===== config.mk =====
export PLATFORM = sky130hd
export DESIGN_NAME = delay_pipe_rr_sched_flat
export DESIGN_NICKNAME = d
export VERILOG_FILES = /design/src/rtl/delay_pipe_rr_sched_if.sv /design/src/rtl/delay_pipe_rr_sched.sv /design/src/flat_wrapper.sv
export SDC_FILE = /design/constraint.sdc
export NUM_CORES = 1
export LEC_CHECK = 0
export ABC_AREA = 0
export BUFFER_PORTS_ARGS = -buffer_cell sky130_fd_sc_hd__buf_2
export CORE_MARGIN = 2
export CORE_UTILIZATION = 40
export CTS_CLUSTER_SIZE = 14
export DETAILED_ROUTE_END_ITERATION = 12
export GPL_TIMING_DRIVEN = 0
export HOLD_SLACK_MARGIN = 0.02
export PLACE_DENSITY = 0.67
export SYNTH_ARGS = -nofsm -noshare
export SYNTH_HDL_FRONTEND = slang
export SYNTH_SLANG_ARGS = --single-unit

===== constraint.sdc =====
create_clock -name clk -period 4.95 [get_ports clk]
set_input_delay 0.7425 -clock clk [delete_from_list [all_inputs] [get_ports clk]]
set_output_delay 0.7425 -clock clk [all_outputs]
set_load 0.02 [all_outputs]

===== src/rtl/delay_pipe_rr_sched_if.sv =====
// delay_pipe_rr_sched_if: requester-side and consumer-side signals of the shared delay pipe.
interface delay_pipe_rr_sched_if #(
    parameter int NREQ  = 4,
    parameter int WIDTH = 8,
    parameter int DEPTH = 2
);
    logic [NREQ-1:0]              req;
    logic [NREQ*WIDTH-1:0]        req_data;
    logic [NREQ-1:0]              gnt;
    logic                         flush;
    logic                         out_valid;
    logic [$clog2(NREQ)-1:0]      out_id;
    logic [WIDTH-1:0]             out_data;
    logic                         out_ready;
    logic [$clog2(DEPTH+1)-1:0]   occupancy;
    modport master (
        output req, req_data, flush, out_ready,
        input  gnt, out_valid, out_id, out_data, occupancy
    );
    modport slave (
        input  req, req_data, flush, out_ready,
        output gnt, out_valid, out_id, out_data, occupancy
    );
endinterface


===== src/rtl/delay_pipe_rr_sched.sv =====
// delay_pipe_rr_sched: round-robin arbiter feeding a fixed-latency pipe that carries data and requester ID.
module delay_pipe_rr_sched #(
    parameter int NREQ  = 4,
    parameter int WIDTH = 8,
    parameter int DEPTH = 2
) (
    input logic                    clk,
    input logic                    rstn,
    delay_pipe_rr_sched_if.slave   bus
);
    localparam int IW = $clog2(NREQ);
    localparam int OW = $clog2(DEPTH+1);
    logic [IW-1:0]    r_ptr;
    logic             r_vld  [DEPTH];
    logic [IW-1:0]    r_id   [DEPTH];
    logic [WIDTH-1:0] r_data [DEPTH];
    logic [OW-1:0]    r_occ;
    logic             w_stall, w_any, w_go;
    logic [IW-1:0]    w_idx, w_cand;
    logic [OW-1:0]    w_occ_nxt;
    assign w_stall = r_vld[DEPTH-1] & ~bus.out_ready;
    // Scan from the far end back toward ptr so the closest requester is the last one written.
    always_comb begin
        w_any  = 1'b0;
        w_idx  = '0;
        w_cand = '0;
        for (int k = NREQ-1; k >= 0; k--) begin
            w_cand = IW'((int'(r_ptr) + k) % NREQ);
            if (bus.req[w_cand]) begin
                w_any = 1'b1;
                w_idx = w_cand;
            end
        end
    end
    assign w_go    = w_any & ~w_stall & ~bus.flush & rstn;
    assign bus.gnt = w_go ? (NREQ'(1) << w_idx) : '0;
    always_comb begin
        w_occ_nxt = OW'(w_go);
        for (int k = 0; k < DEPTH-1; k++)
            w_occ_nxt = w_occ_nxt + OW'(r_vld[k]);
    end
    always_ff @(posedge clk or negedge rstn) begin
        if (!rstn) begin
            r_ptr <= '0;
            r_occ <= '0;
            for (int k = 0; k < DEPTH; k++) begin
                r_vld[k]  <= 1'b0;
                r_id[k]   <= '0;
                r_data[k] <= '0;
            end
        end else if (bus.flush) begin
            r_occ <= '0;
            for (int k = 0; k < DEPTH; k++)
                r_vld[k] <= 1'b0;
        end else if (!w_stall) begin
            r_vld[0]  <= w_go;
            r_id[0]   <= w_idx;
            r_data[0] <= bus.req_data[w_idx*WIDTH +: WIDTH];
            for (int k = 1; k < DEPTH; k++) begin
                r_vld[k]  <= r_vld[k-1];
                r_id[k]   <= r_id[k-1];
                r_data[k] <= r_data[k-1];
            end
            r_occ <= w_occ_nxt;
            if (w_go)
                r_ptr <= (int'(w_idx) == NREQ-1) ? '0 : w_idx + 1'b1;
        end
    end
    assign bus.out_valid = r_vld[DEPTH-1];
    assign bus.out_id    = r_id[DEPTH-1];
    assign bus.out_data  = r_data[DEPTH-1];
    assign bus.occupancy = r_occ;
endmodule


===== src/flat_wrapper.sv =====
// flat-port wrapper written by rule: the top's interface ports become plain ports
module delay_pipe_rr_sched_flat 
#(
    parameter int NREQ  = 4,
    parameter int WIDTH = 8,
    parameter int DEPTH = 2
)
  (clk, rstn, bus_req, bus_req_data, bus_flush, bus_out_ready, bus_gnt, bus_out_valid, bus_out_id, bus_out_data, bus_occupancy);
  delay_pipe_rr_sched_if #(.NREQ(NREQ), .WIDTH(WIDTH), .DEPTH(DEPTH)) bus_i ();
  input logic clk;
  input logic rstn;
  input wire logic [$bits(bus_i.req)-1:0] bus_req;
  input wire logic [$bits(bus_i.req_data)-1:0] bus_req_data;
  input wire logic [$bits(bus_i.flush)-1:0] bus_flush;
  input wire logic [$bits(bus_i.out_ready)-1:0] bus_out_ready;
  output wire logic [$bits(bus_i.gnt)-1:0] bus_gnt;
  output wire logic [$bits(bus_i.out_valid)-1:0] bus_out_valid;
  output wire logic [$bits(bus_i.out_id)-1:0] bus_out_id;
  output wire logic [$bits(bus_i.out_data)-1:0] bus_out_data;
  output wire logic [$bits(bus_i.occupancy)-1:0] bus_occupancy;
  assign bus_i.req = bus_req;
  assign bus_i.req_data = bus_req_data;
  assign bus_i.flush = bus_flush;
  assign bus_i.out_ready = bus_out_ready;
  assign bus_gnt = bus_i.gnt;
  assign bus_out_valid = bus_i.out_valid;
  assign bus_out_id = bus_i.out_id;
  assign bus_out_data = bus_i.out_data;
  assign bus_occupancy = bus_i.occupancy;
  delay_pipe_rr_sched #(.NREQ(NREQ), .WIDTH(WIDTH), .DEPTH(DEPTH)) u_core (.clk(clk), .rstn(rstn), .bus(bus_i));
endmodule

==> results of run 1 <==
registers in the layout, summed over array words and instances (netlist names):
| register | flops |
|---|---|
| u_core.bus.out_id | 2 |
| u_core.r_data | 8 |
| u_core.bus.occupancy | 2 |
| u_core.r_vld | 1 |
| u_core.r_id | 2 |
| u_core.bus.out_valid | 1 |
| u_core.bus.out_data | 8 |
| u_core.r_ptr | 2 |
report_power, final:
group          switching, mW  total, mW  internal, mW
registers             0.0345      0.306         0.271
logic                  0.186      0.340         0.154
clock network         0.0637      0.172         0.108
cells in the mapped netlist, types with 2 or more instances:
| library cell | number | area [um^2] |
|---|---|---|
| mux2i_1 | 9 | 90.1 |
| and2_1 | 5 | 31.3 |
| ha_1 | 4 | 50.1 |
| buf_4 | 10 | 75.1 |
| clkbuf_1 | 4 | 15.0 |
| nand2_1 | 35 | 131 |
| nor3b_1 | 8 | 60.1 |
| o21ai_0 | 4 | 20.0 |
| dfrtp_1 | 26 | 651 |
| a2111oi_2 | 8 | 120 |
| nand2b_1 | 2 | 12.5 |
| buf_2 | 2 | 10.0 |
| inv_1 | 3 | 11.3 |
| a211oi_2 | 7 | 87.6 |
| a21oi_1 | 2 | 10.0 |
| nor2_1 | 14 | 52.6 |
| a211oi_1 | 2 | 15.0 |
tightest hold or removal path, cell delays in order (launching register included):
cell	delay, ns
dfrtp_1	0.35
nand2_1	0.05
nand2_1	0.05
metrics by stage:
step | setup slack, ns | util (%) | instance area (um^2) | std cells | hold WS, ns
global route | 1.78 | 53.3 | 1990 | 266 | 0.500
finish | 1.91 | 53.3 | 1990 | 266 | 0.472
floorplan | 2.32 | - | 1580 | 158 | 0.439
global placement | 1.94 | 51.4 | 1920 | 262 | 0.450
detailed placement | 1.92 | 51.4 | 1920 | 262 | 0.454
CTS | 1.91 | 53.3 | 1990 | 266 | 0.476
how the worst min path moves through the flow:
stage / start / to / slack, ns / cells past startpoint
after CTS: u_core.r_data[8] / u_core.bus.out_data[0] / 0.48 / 2
after detailed placement: u_core.r_data[11] / u_core.bus.out_data[3] / 0.45 / 2
final: u_core.r_data[15] / u_core.bus.out_data[7] / 0.47 / 2
after global routing: u_core.r_data[15] / u_core.bus.out_data[7] / 0.50 / 2
after floorplan: u_core.r_id[2] / u_core.bus.out_id[0] / 0.44 / 2
after global placement: u_core.r_id[2] / u_core.bus.out_id[0] / 0.45 / 2
cells by family after synthesis:
kind of cell | Yosys count
AND/OR/NAND/NOR | 66
AO/OA/AOI/OAI | 30
flip-flops | 26
buffers and inverters | 22
multiplexers | 9
adder cells (fa/ha/maj) | 4
XOR/XNOR | 1
per-layer routing:
layer  track usage, %  vias up  part of all wire (%)
met3             2.53        4                   5.0
met4             3.57        0                   1.1
met5                0        -                     0
met2             26.0       35                    49
li1                 -      662                     -
met1             20.3      589                    45
area by class of cell:
class	instances	share of cell area [%]
Inverter	4	1.00
Timing Repair Buffer	56	14.1
Clock buffer	3	2.07
Multi-Input combinational cell	110	39.1
Clock inverter	1	1.51
Sequential cell	26	32.6
Tap cell	48	3.01
Buffer	18	6.59
==> metrics, run 1 <==
run status=finished, final reports clean; worst reg2reg path depth=5; worst-skew pair later-pin latency=0.26 ns; crit path from=bus_req[1]; area occupied by multi-input gates=781 um^2; diode count=0; Crit Reg-Reg Endpoint=u_core.r_data[8]; leakage=0.991 nW; critical path's slowest cell=buf_2; largest net degree at the start of global routing=28; chip height=66.9 um; FFs w/ async S/R, synth=100%; CP startpoint kind=input pin; crit share post-route=61.4%; R2R Setup Slk=3.02 ns; Worst-path clk slew=0.09 ns; CP most frequent cell=buf_2; Total GRT Usage=15.3%; fraction of the mapped netlist area in compound gates=20.1%; clock buffer depth=2; CP Buf/Inv Count=4; final hold vios=0; CP arrival=2.30 ns; Vias/cell=4.85; Worst Path Max Fanout=11; root buf cell=clkbuf_8; Critical R2R Launch=u_core.bus.out_valid; final slew viol count=0; H-tree depth=1; CTS tree=built; post-synth cell types=30; critical path, cell by cell=buf_2 -> a21oi_1 -> o21a_1 -> o22ai_1 -> buf_2 -> inv_1 -> ha_1 -> and2_1 -> buf_2; Max Clock Skew=0.00259 ns; I/O pins=57; Worst Hold Class=flip-flop to flip-flop; drt total wl=3.19 mm; setup violators final=0; post-CTS sizing=0; Buffers on Ports=56; gr ovfl total=0; Max-Cap Viols=0; Syn. warnings=0; post-layout net count=263; Top delay family on crit path=buffers and inverters; actual slew at the worst max-slew pin=0.651 ns; main combinational cell family by area after synthesis=compound AO/OA/AOI/OAI gates; crit path capture=bus_gnt[3]; Area Overhead vs Synth=26.0%; RSZ-0062 raised after global routing=false; drt wl/cell=12.0 um; DRC errors left=0; drt initial violations=24; endpoint type of the worst setup path=output port; PwrDens=410 nW/um^2; Worst VDD drop=0.265 mV; chip width=66.9 um; mux share of post-synthesis cell area=5.69%; Design Power=817 uW; Die Area=4480 um^2; Post-synth EDFFs=0; Post-synth top flop=dfrtp_1; share of layout cells above drive strength 1=42.2%; Post-Synth Adder-Cell Area=3.16%; Vias=1,290; Post-CTS Hold Buffers=0; Setup Crit Path Kind=input pin to output port; total area of sequential cells=651 um^2; CTS sink cnt=26; first-pass detailed-route iteration total=4; fill count=362; final setup TNS=0 ns; synthesized cell area=1580 um^2; GP Congestion=0.733; post-synthesis sequential area ratio=41.1%; Tmin final=3.04 ns; Antenna Nets Post-Route=0; CP max stage delay=0.34 ns; initial antenna violation count=0; TritonCTS Buffers=3; hpwl dp=2.50 mm; commonest non-fill, non-tap cell in the layout=buf_2; Slew Limit Headroom=56.4%; Synth Area per Inst=10.0 um^2; fmax=329 MHz; synthesized-area fraction occupied by and/or/nand/nor cells=19.8%; commonest non-fill, non-tap cells in the layout=buf_2, nand2_1, dfrtp_1; synthesized netlist cell count=158; syn_nets=202; Worst path depth=9; post-synthesis register bit count=26; Core Area=3740 um^2; worst endpoint required time=4.21 ns; Initial Utilization=42.3%; number of global-route vias before repair=1,158; number of cell rows=22; post-CTS setup repair buffer count=0; area share of xor/xnor cells in the synthesized design=0.553%; first-pass GRT wire length=5.22 mm
Power figures use the tool's default switching activity.
==> run 2, diff against run 1 <==
Settings changed: ABC_AREA 0 to 1, PLACE_DENSITY 0.67 to unset.
Clock period 4.95 ns to 2.9 ns, I/O delays scaled along.
==> run 2 against run 1 <==
Total power rose to 3.0 times the previous value. Sequential cell count unchanged. Global-route usage down 0.21 points. Largest power group unchanged. Critical path type is now flip-flop to output port. Sequential share of layout area down 4.0 points. Sequential power up 93%. Highest routed layer unchanged. Core utilization down 2.2 points. First-iteration DRC count rose to 3.3 times the previous value. Critical path depth up 6.
==> metrics, run 2 <==
Logic pwr share=66.8%; setup violators final=0; Post-CTS Hold Buffers=0; Setup Crit Path Kind=flip-flop to output port; Tmin final=2.68 ns; DP Area=2220 um^2; DRC errors left=0; sw power=1.20 mW; first-pass GRT wire length=6.37 mm; chip height=72.4 um; CP Buf/Inv Count=6; worst reg2reg path depth=13; post-CTS sizing=0; Vias=1,733; Max-Cap Viols=0; CP startpoint kind=flip-flop; critical path, cell by cell=buf_6 -> inv_6 -> nand2_1 -> nand2_2 -> nand2_2 -> nand3_2 -> nand2_2 -> nand2_4 -> nand2_8 -> buf_12 -> inv_1 -> ha_1 -> inv_1 -> nor2_1 -> buf_2; crit path from=u_core.r_ptr[0]; diode count=0; Syn. warnings=0; leakage=1.42 nW; Sw Share=48.5%; Post-synth top flop=dfrtp_1; Die Area=5240 um^2; final setup TNS=0 ns; endpoint type of the worst setup path=output port; Synth area leader=dfrtp_1; Post-synth top cells=nand2_1, inv_1, nand3_1; gr ovfl total=0; Post-synth EDFFs=0; PwrDens=1090 nW/um^2; Worst Path Max Fanout=11; Worst VDD drop=0.599 mV; commonest non-fill, non-tap cells in the layout=nand2_1, buf_2, inv_1; final slew viol count=0; CP max stage delay=0.39 ns; Post-Layout Inst Area=2270 um^2; Worst path depth=15; Critical R2R Launch=u_core.r_ptr[0]; TritonCTS Buffers=3; GP Congestion=0.843; CP most frequent cell=nand2_2; Top delay family on crit path=simple AND/OR/NAND/NOR gates; worst-skew pair later-pin latency=0.27 ns; hpwl dp=2.98 mm; first-pass detailed-route iteration total=7; post-synth cell types=25; post-CTS setup repair buffer count=0; chip width=72.4 um; number of cell rows=24; I/O pins=57; R2R Setup Slk=0.87 ns; ranking of synthesized cells by area=dfrtp_1, nand2_1, nand3_1; largest net degree at the start of global routing=29; Vias/cell=4.49; critical path's slowest cell=dfrtp_1; Worst Hold Class=input pin to asynchronous set/reset pin; crit share post-route=92.3%; root buf cell=clkbuf_8; CTS tree=built; post-synthesis sequential area ratio=34.8%; top-count cell post-synth=nand2_1; Crit Reg-Reg Endpoint=u_core.r_ptr[1]; CP arrival=2.24 ns; commonest non-fill, non-tap cell in the layout=nand2_1; worst endpoint required time=2.47 ns; sequential power share=23.8%; post-synthesis register bit count=26; CTS sink cnt=26; clock buffer depth=2; Synth Area per Inst=6.83 um^2; H-tree depth=1; Area Overhead vs Synth=21.4%; Worst-path clk slew=0.09 ns; P_int=1.28 mW; drt wl/cell=9.72 um; Total GRT Usage=15.1%; synthesized netlist cell count=274; drt total wl=3.75 mm; Buffers on Ports=56; syn_nets=318; crit path capture=bus_gnt[1]; fmax=374 MHz; FFs w/ async S/R, synth=100%; run status=finished, final reports clean; share of layout cells above drive strength 1=30.2%; Antenna Nets Post-Route=0; drt initial violations=78; initial antenna violation count=0; synthesized cell area=1870 um^2; Clock Power Share=9.4%; Slew Limit Headroom=61.5%; post-synth top area share=34.8%; final hold vios=0; number of global-route vias before repair=1,510; actual slew at the worst max-slew pin=0.577 ns; RSZ-0062 raised after global routing=false; Max Clock Skew=0.00635 ns; post-layout net count=379; Initial Utilization=42.1%; Core Area=4440 um^2
-- run 2: cell count changes after synthesis, sizes merged, moves of 8 or more --
cell | previous run | this run
a2111oi | 8 | 0
a211oi | 9 | 0
inv | 4 | 50
mux2i | 9 | 0
nand2 | 35 | 113
nand3 | 0 | 41
nor3b | 8 | 0
-- run 2: power groups by stage --
| stage | logic [mW] | clock network, mW | registers (mW) |
|---|---|---|---|
| floorplan | 1.34 | 0 | 0.580 |
| detailed placement | 1.67 | 0 | 0.596 |
| CTS | 1.68 | 0.241 | 0.591 |
| global route | 1.88 | 0.249 | 0.609 |
| global placement | 1.65 | 0 | 0.590 |
| finish | 1.66 | 0.234 | 0.590 |
-- run 2: area by class of cell --
cell class / instances / area, um^2
buffer: 18 / 150
inverter: 50 / 193
multi-input combinational: 180 / 877
timing repair buffer: 56 / 280
clock buffer: 4 / 55.1
fill: 457 / 2170
tap: 52 / 65.1
sequential: 26 / 651
-- run 2: routing by layer --
layer	GRT usage (%)	share of wire (%)
met5	0	0
met4	6.17	1.9
met3	1.53	3.7
met2	24.7	45
met1	20.5	50
-- run 2: worst min-delay path by stage --
stage                                  from                      end  slack (ns)  cells past startpoint
final                                  rstn          u_core.r_ptr[0]        0.14                      1
after global routing                   rstn  u_core.bus.occupancy[1]        0.20                      1
after CTS                              rstn          u_core.r_ptr[0]        0.17                      1
after detailed placement     u_core.r_id[3]     u_core.bus.out_id[1]        0.46                      2
after global placement    u_core.r_data[13]   u_core.bus.out_data[5]        0.45                      2
after floorplan                        rstn  u_core.bus.occupancy[0]        0.14                      0
-- run 2: stage by stage --
step	hold slack (ns)	util [%]	power, mW	worst slack [ns]	std cells
2_1_floorplan	0.139	-	1.92	0.651	274
3_3_place_gp	0.451	49.9	2.24	0.477	382
3_5_place_dp	0.456	49.9	2.27	0.449	382
4_1_cts	0.169	51.1	2.51	0.199	386
5_1_grt	0.200	51.1	2.74	0.0294	386
6_report	0.144	51.1	2.48	0.223	386
-- run 2: kinds of logic after synthesis --
logic type,count (synthesis),synth area share [%]
AND/OR/NAND/NOR,167,41.4
buffers and inverters,68,18.3
flip-flops,26,34.8
AO/OA/AOI/OAI,9,2.81
adder cells (fa/ha/maj),4,2.68
==> run 3, diff against run 2 <==
Settings changed: CTS_BUF_LIST set to sky130_fd_sc_hd__clkbuf_16.
==> run 3 against run 2 <==
Final area rose by 1.0%. Combinational power barely moved. Clock-buffer cell count fell by 1. Critical path depth fell by 2. Critical path type unchanged. Critical endpoint unchanged. Largest cell class unchanged.
==> metrics, run 3 (same netlist as run 2, synthesis figures left out) <==
Core Area=4440 um^2; M3 GR Usage=1.94%; commonest non-fill, non-tap cells in the layout=nand2_1, buf_2, inv_1; Placed Cells=382; Worst path depth=13; post-CTS setup repair buffer count=0; run status=finished, final reports clean; hpwl dp=2.98 mm; chip height=72.4 um; M1 GR Usage=20.6%; CTS tree=built; critical path, cell by cell=buf_6 -> o21ai_1 -> nand2_2 -> nand3_2 -> nand2_2 -> nand2_4 -> nand2_8 -> buf_12 -> inv_1 -> ha_1 -> inv_1 -> nor2_1 -> buf_2; largest net degree at the start of global routing=29; Vias=1,742; final setup TNS=0 ns; Max-Cap Viols=0; clock buffer depth=2; number of cell rows=24; drt total wl=3.75 mm; CTS sink cnt=26; Worst Hold Class=input pin to asynchronous set/reset pin; crit path from=u_core.r_ptr[0]; PwrDens=1110 nW/um^2; CP startpoint kind=flip-flop; Total GRT Usage=15.2%; diode count=0; first-pass GRT wire length=6.42 mm; DRC errors left=0; Layout Cells excl Fill=386; chip width=72.4 um; final hold vios=0; gr ovfl total=0; GP Congestion=0.843; drt initial violations=124; Top delay family on crit path=buffers and inverters; Crit Reg-Reg Endpoint=u_core.r_ptr[1]; Buffers on Ports=56; TritonCTS Buffers=3; Worst Path Max Fanout=11; root buf cell=clkbuf_16; busiest grt layer=met2; post-layout net count=379; setup violators final=0; Worst VDD drop=0.599 mV; Antenna Nets Post-Route=0; R2R Setup Slk=0.86 ns; endpoint type of the worst setup path=output port; Initial Utilization=42.1%; crit share post-route=91.8%; drt wl/cell=9.72 um; Slew Limit Headroom=61.8%; leakage=1.43 nW; CP max stage delay=0.38 ns; actual slew at the worst max-slew pin=0.573 ns; fmax=375 MHz; Post-CTS Hold Buffers=0; Die Area=5240 um^2; I/O pins=57; CP Buf/Inv Count=5; crit path capture=bus_gnt[1]; worst endpoint required time=2.47 ns; initial antenna violation count=0; Tmin final=2.66 ns; Vias/cell=4.51; RSZ-0062 raised after global routing=false; post-CTS sizing=0; first-pass detailed-route iteration total=6; Max Clock Skew=0.00293 ns; CP arrival=2.23 ns; worst-skew pair later-pin latency=0.26 ns; final hold slack=0.165 ns; commonest non-fill, non-tap cell in the layout=nand2_1; H-tree depth=1; share of layout cells above drive strength 1=29.9%; Setup Crit Path Kind=flip-flop to output port; Worst-path clk slew=0.06 ns; critical path's slowest cell=dfrtp_1; final slew viol count=0; Area Overhead vs Synth=22.7%; number of global-route vias before repair=1,522; GRT met2 Usage=25.1%; worst reg2reg path depth=13; Critical R2R Launch=u_core.r_ptr[0]
==> run 3: cell types whose count changed in the layout (fill, tap and decap cells not counted), sizes merged <==
cell,before,now
clkbuf,8,7
clkinv,0,1
==> run 3: worst min-delay path by stage <==
stage                                  from                      end  depth (start not counted)
final                                  rstn          u_core.r_ptr[0]                          1
after floorplan                        rstn  u_core.bus.occupancy[0]                          0
after CTS                              rstn          u_core.r_ptr[0]                          1
after detailed placement     u_core.r_id[3]     u_core.bus.out_id[1]                          2
after global placement    u_core.r_data[13]   u_core.bus.out_data[5]                          2
after global routing                   rstn  u_core.bus.occupancy[1]                          1
==> run 3: through the flow <==
stage          power [mW]  area [um^2]  worst slack [ns]  util [%]
4_1_cts              2.58         2290             0.227      51.6
3_3_place_gp         2.24         2220             0.477      49.9
5_1_grt              2.81         2290            0.0554      51.6
3_5_place_dp         2.27         2220             0.449      49.9
6_report             2.55         2290             0.237      51.6
2_1_floorplan        1.92         1870             0.651         -
==> run 3: layer usage <==
metal	vias to the layer above	routed length [um]	share of wire (%)
li1	939	-	-
met1	759	1850	49
met2	39	1690	45
met3	5	143	3.8
met4	0	67	1.8
met5	-	0	0
==> run 3: area by class of cell <==
type | instances | area (um^2)
fillers | 455 | 2150
flip-flops and latches | 26 | 651
inverters | 50 | 193
clock inverters | 1 | 3.75
plain buffers | 18 | 150
repair buffers | 56 | 280
clock buffers | 3 | 75.1
multi-input cells | 180 | 877
well taps | 52 | 65.1
==> run 3: report_power, final <==
group	total, mW	internal, mW	leakage (nW)	switching, mW
clock network	0.302	0.184	0.0385	0.118
logic	1.66	0.647	1.07	1.01
registers	0.592	0.509	0.324	0.0831
